### src/rtl/cpx2real_pkg.sv
// Shared widths, limits and carrier phase encoding for the fs/4 complex-to-real upconverter.
package cpx2real_pkg;
  localparam int IN_W        = 13;
  localparam int OUT_W       = 12;
  localparam int MIX_W       = 14;
  localparam int FIFO_W      = 2 * IN_W;
  localparam int SAT_MAX     = 2047;
  localparam int SAT_MIN     = -2048;
  localparam int CADENCE_DEF = 20;

  typedef enum logic [1:0] {
    PH_0   = 2'd0,
    PH_90  = 2'd1,
    PH_180 = 2'd2,
    PH_270 = 2'd3
  } phase_t;

  // Round half up by one bit, then clamp into the DAC range.
  function automatic logic signed [OUT_W-1:0] round_sat(input logic signed [MIX_W-1:0] v);
    logic signed [MIX_W-1:0] one;
    logic signed [MIX_W-1:0] hi;
    logic signed [MIX_W-1:0] lo;
    logic signed [MIX_W-1:0] h;
    one = MIX_W'(1);
    hi  = MIX_W'(SAT_MAX);
    lo  = MIX_W'(SAT_MIN);
    h   = (v + one) >>> 1;
    if (h > hi)      round_sat = OUT_W'(SAT_MAX);
    else if (h < lo) round_sat = OUT_W'(SAT_MIN);
    else             round_sat = h[OUT_W-1:0];
  endfunction
endpackage

### src/rtl/cpx2real_sample_fifo.sv
// Synchronous FIFO, registered occupancy; no fall-through, writes ignored when full,
// reads ignored when empty. Asynchronous reset empties it immediately.
module sample_fifo #(
  parameter int DEPTH = 4,
  parameter int W     = 26
) (
  input  logic         clk,
  input  logic         reset,
  input  logic         wr,
  input  logic [W-1:0] wdata,
  input  logic         rd,
  output logic [W-1:0] rdata,
  output logic         full,
  output logic         empty
);
  localparam int AW = $clog2(DEPTH);

  logic [W-1:0]  mem [DEPTH];
  logic [AW-1:0] wptr;
  logic [AW-1:0] rptr;
  logic [AW:0]   count;
  logic          do_wr;
  logic          do_rd;

  assign full  = (count == (AW+1)'(DEPTH));
  assign empty = (count == '0);
  assign do_wr = wr && !full;
  assign do_rd = rd && !empty;
  assign rdata = mem[rptr];

  always_ff @(posedge clk) begin
    if (do_wr) mem[wptr] <= wdata;
  end

  always_ff @(posedge clk or posedge reset) begin
    if (reset) begin
      wptr  <= '0;
      rptr  <= '0;
      count <= '0;
    end else begin
      if (do_wr) wptr <= wptr + AW'(1);
      if (do_rd) rptr <= rptr + AW'(1);
      case ({do_wr, do_rd})
        2'b10:   count <= count + (AW+1)'(1);
        2'b01:   count <= count - (AW+1)'(1);
        default: count <= count;
      endcase
    end
  end
endmodule

### src/rtl/cpx2real.sv
// Buffers complex baseband samples and emits one fs/4-mixed, rounded real sample
// every CADENCE cycles; an empty buffer at an output slot yields 0 plus an underrun pulse.
module cpx2real
  import cpx2real_pkg::*;
#(
  parameter int CADENCE    = CADENCE_DEF,
  parameter int FIFO_DEPTH = 4
) (
  input  logic                    clk,
  input  logic                    reset,
  input  logic                    data_rdy,
  input  logic signed [IN_W-1:0]  re,
  input  logic signed [IN_W-1:0]  im,
  output logic                    ready,
  output logic signed [OUT_W-1:0] x_tx,
  output logic                    tx_rdy,
  output logic                    underrun,
  output logic                    overrun
);
  localparam int CW = $clog2(CADENCE);

  logic [CW-1:0]           cnt;
  logic                    tick;
  phase_t                  p;
  logic                    full;
  logic                    empty;
  logic [FIFO_W-1:0]       rdata;
  logic signed [IN_W-1:0]  re_f;
  logic signed [IN_W-1:0]  im_f;
  logic signed [MIX_W-1:0] re_x;
  logic signed [MIX_W-1:0] im_x;
  logic signed [MIX_W-1:0] v;

  assign tick  = (cnt == '0);
  assign ready = !full;

  sample_fifo #(
    .DEPTH (FIFO_DEPTH),
    .W     (FIFO_W)
  ) u_fifo (
    .clk   (clk),
    .reset (reset),
    .wr    (data_rdy && ready),
    .wdata ({re, im}),
    .rd    (tick && !empty),
    .rdata (rdata),
    .full  (full),
    .empty (empty)
  );

  assign re_f = rdata[FIFO_W-1:IN_W];
  assign im_f = rdata[IN_W-1:0];
  assign re_x = MIX_W'(re_f);
  assign im_x = MIX_W'(im_f);

  // re*cos - im*sin with the carrier stepping a quarter turn per output sample
  always_comb begin
    v = re_x;
    case (p)
      PH_0:    v = re_x;
      PH_90:   v = -im_x;
      PH_180:  v = -re_x;
      default: v = im_x;
    endcase
  end

  always_ff @(posedge clk or posedge reset) begin
    if (reset) begin
      cnt      <= CW'(CADENCE - 1);
      p        <= PH_0;
      x_tx     <= '0;
      tx_rdy   <= 1'b0;
      underrun <= 1'b0;
      overrun  <= 1'b0;
    end else begin
      tx_rdy   <= 1'b0;
      underrun <= 1'b0;
      if (data_rdy && full) overrun <= 1'b1;
      if (tick) begin
        cnt    <= CW'(CADENCE - 1);
        p      <= phase_t'(p + 2'd1);
        tx_rdy <= 1'b1;
        if (empty) begin
          x_tx     <= '0;
          underrun <= 1'b1;
        end else begin
          x_tx <= round_sat(v);
        end
      end else begin
        cnt <= cnt - CW'(1);
      end
    end
  end
endmodule

### config.mk
export PLATFORM = sky130hd
export DESIGN_NAME = cpx2real
export DESIGN_NICKNAME = d
export VERILOG_FILES = /design/src/rtl/cpx2real_pkg.sv /design/src/rtl/cpx2real_sample_fifo.sv /design/src/rtl/cpx2real.sv
export SDC_FILE = /design/constraint.sdc
export NUM_CORES = 1
export LEC_CHECK = 0
export CAP_MARGIN = 20
export CORE_MARGIN = 2
export CORE_UTILIZATION = 53
export CTS_CLUSTER_SIZE = 30
export DETAILED_ROUTE_END_ITERATION = 16
export PLACE_DENSITY = 0.72
export REMOVE_ABC_BUFFERS = 1
export SKIP_CTS_REPAIR_TIMING = 1
export SYNTH_ARGS = -nofsm -noshare
export SYNTH_HDL_FRONTEND = slang
export SYNTH_SLANG_ARGS = --single-unit
### constraint.sdc
create_clock -name clk -period 3.85 [get_ports clk]
set_input_delay 1.155 -clock clk [delete_from_list [all_inputs] [get_ports clk]]
set_output_delay 1.155 -clock clk [all_outputs]
set_load 0.01 [all_outputs]
==> out/qor.yml <==
outcome: "complete, no violations"
cts-buffers-inserted: 17
synth_most_common_cell: "edfxtp_1"
vias_per_cell: 5.91
synthAdderAreaFrac_pct: 2.83
port_buffers: 44
drive_gt1_share_pct: 29.9
grt_max_degree: 30
yosys.cell_types.count: 66
synth.area.top_cells: "edfxtp_1 (48%), dfrtp_1 (10%), mux4_2 (6.3%)"
rsz0062_at_grt: "true"
htree_levels: 4
p_per_area_mw_per_mm2: 727
hold_violations: 0
place_ws_ns: -0.0573
async_reset_ff_share_pct: 21.8
seqCellArea_sq_mm: 0.00385
regToRegEndpoint: "x_tx[6]"
min-delay-start: "cnt[0]"
worstMarginPinSlew_ns: 0.656
hold_path.class: "reg -> reg"
timing.hold.ws_ns: 0.454
track_usage_pct: 23.2
synth_compound_area_share_pct: 9.86
synth-simple-area-share_pct: 9.82
r2r_setup_slack_ns: 0.02
clkLatencyLatePin_ns: 0.42
start_util_pct: 53.9
regToRegStartpoint: "u_fifo.rptr[0]"
clk_pin_slew_ns: 0.05
routedWlPerCell_microns: 19.5
max-cap-violations: 0
num-nets-final: 607
die_w_microns: 114
synthMuxAreaShare_pct: 11.3
max_freq_mhz: 261
worstPathArrival_ns: 4.17
holdPathStages: 1
fp.dieArea_sq_mm: 0.0131
drtAntennaViolNets: 0
dr.pass1.iters: 5
cp_max_fo: 6
final.period_utilization_pct: 99.6
wl_met2_microns: 7010
cp-startpoint: "u_fifo.rptr[0]"
wl_met3_microns: 704
ys_ff_latch: 133
nFillCells: 813
max_slew_margin_pct: 56.3
skew_ns: 0.00752
critPathLaunchType: "flop"
dp_hpwl_microns: 9780
clock-root-buffer: "clkbuf_16"
synth_top_area_share_pct: 48.4
multi_input_area_sq_mm: 0.00255
crit_type: "reg -> reg"
min_to: "cnt[0]"
antenna_found_initial: 0
clockBufferDepth: 2
pin_count: 45
cts_sinks: 133
synthXorXnorAreaFrac_pct: 3.26
syn2layout_area_growth_pct: 29.0
vias: 4273
first_global_vias: 4442
grt_pass1_wl_microns: 22300
end_kind: "flop"
drc: 0
ys_seq_area_share_pct: 59.8
antenna_cells: 0
drt_wl_total_microns: 14100
die_y_microns: 114
peakVddDrop_mv: 0.409
ys.flop_type: "edfxtp_1"
first_iter_violations: 302
synth_top_family_by_area: "multiplexers"
fin_area_sq_mm: 0.00832
grt-ovfl-total: 0
highest_layer: "met4"
placed_cell_area_sq_mm: 0.00752
yosysWarnings: 0
tns_ns: 0
drv_slew: 0
required_ns: 4.19
wl_met1_microns: 5980
fin_ws_ns: 0.0165
syn_area_per_cell_sq_um: 14.4
synth_area_sq_mm: 0.00645
rows: 40
syn_inst: 447
synth_commonest_cells: "edfxtp_1 (104), nand2_1 (33), dfrtp_1 (26), inv_1 (23), nor2_1 (21)"
place.gp.congestion: 0.903
cts_tree: "yes"
core_area_sq_mm: 0.0120
leakage_nw: 3.08
yosysTopAreaCell: "edfxtp_1"
period_needed_ns: 3.83
finalSetupViolCount: 0
synth_edf_count: 104
r2r_cells: 12
worst max-delay path, stage by stage, from the launching register on:
cell and delay [ns]:
dfrtp_1 0.43, buf_12 0.16, mux4_2 0.51, or4_4 0.57, or3_4 0.37, o41ai_4 0.29
a311o_2 0.26, nand4bb_4 0.15, nor2_2 0.12, nor2_1 0.05, or4_4 0.53, clkbuf_16 0.19
o211ai_2 0.13
power breakdown:
group	internal, mW	switching, mW
clock	0.945	0.581
sequential	1.90	0.132
combinational	1.23	1.25
layer usage:
layer / vias up / GRT usage [%]
li1: 1979 / -
met3: 38 / 5.98
met5: - / 0
met1: 2109 / 27.6
met4: 0 / 11.5
met2: 147 / 39.1
area by class of cell:
cell class,instances,area share (%)
repair buffers,117,13.0
clock buffers,18,5.16
flip-flops and latches,133,46.3
well taps,147,2.21
inverters,24,1.08
clock inverters,13,1.59
multi-input cells,271,30.7
placed cells by master, fill, tap and decap left out, drive strengths merged, types with 4 or more instances in the layout:
master and count:
nor4 5, ha 13, o21ai 11, inv 26, or4 4, clkbuf 19, a21oi 7, o211ai 13
a22o 5, mux4 26, nor2 21, clkinv 8, a31oi 4, nand4 4, a211oi 6, or3 8
nor3 8, nand2 33, nor3b 4, a22oi 5, xnor2 15, and3 5, mux2i 10, dfrtp 26
clkdlybuf4s50 44, nand3 7, edfxtp 104, xor2 9, nand2b 5, buf 72
metrics by stage:
stage	util, %	power (mW)	std cells
finish	69.5	6.04	723
global placement	62.9	4.30	686
CTS	67.6	5.90	717
global route	69.5	6.38	723
floorplan	-	3.32	428
detailed placement	62.9	4.36	686
worst max-delay path by stage:
stage,endpoint,slack (ns),cells past startpoint
after floorplan,x_tx[5],-1.09,10
after global placement,x_tx[2],0.07,15
after detailed placement,x_tx[5],-0.06,15
after CTS,x_tx[4],-0.06,15
after global routing,x_tx[4],-0.11,12
final,x_tx[6],0.02,12
kinds of logic after synthesis:
kind of cell	count (synthesis)
XOR/XNOR	24
flip-flops	133
adder cells (fa/ha/maj)	14
AO/OA/AOI/OAI	79
AND/OR/NAND/NOR	117
multiplexers	37
buffers and inverters	43
sequential cells by signal, indices dropped and copies added (netlist names):
signal / cells
p: 2
tx_rdy: 1
x_tx: 12
u_fifo.count: 3
u_fifo.mem: 104
overrun: 1
u_fifo.rptr: 2
underrun: 1
u_fifo.wptr: 2
cnt: 5
Note: power is estimated with default switching activity, not from simulation.
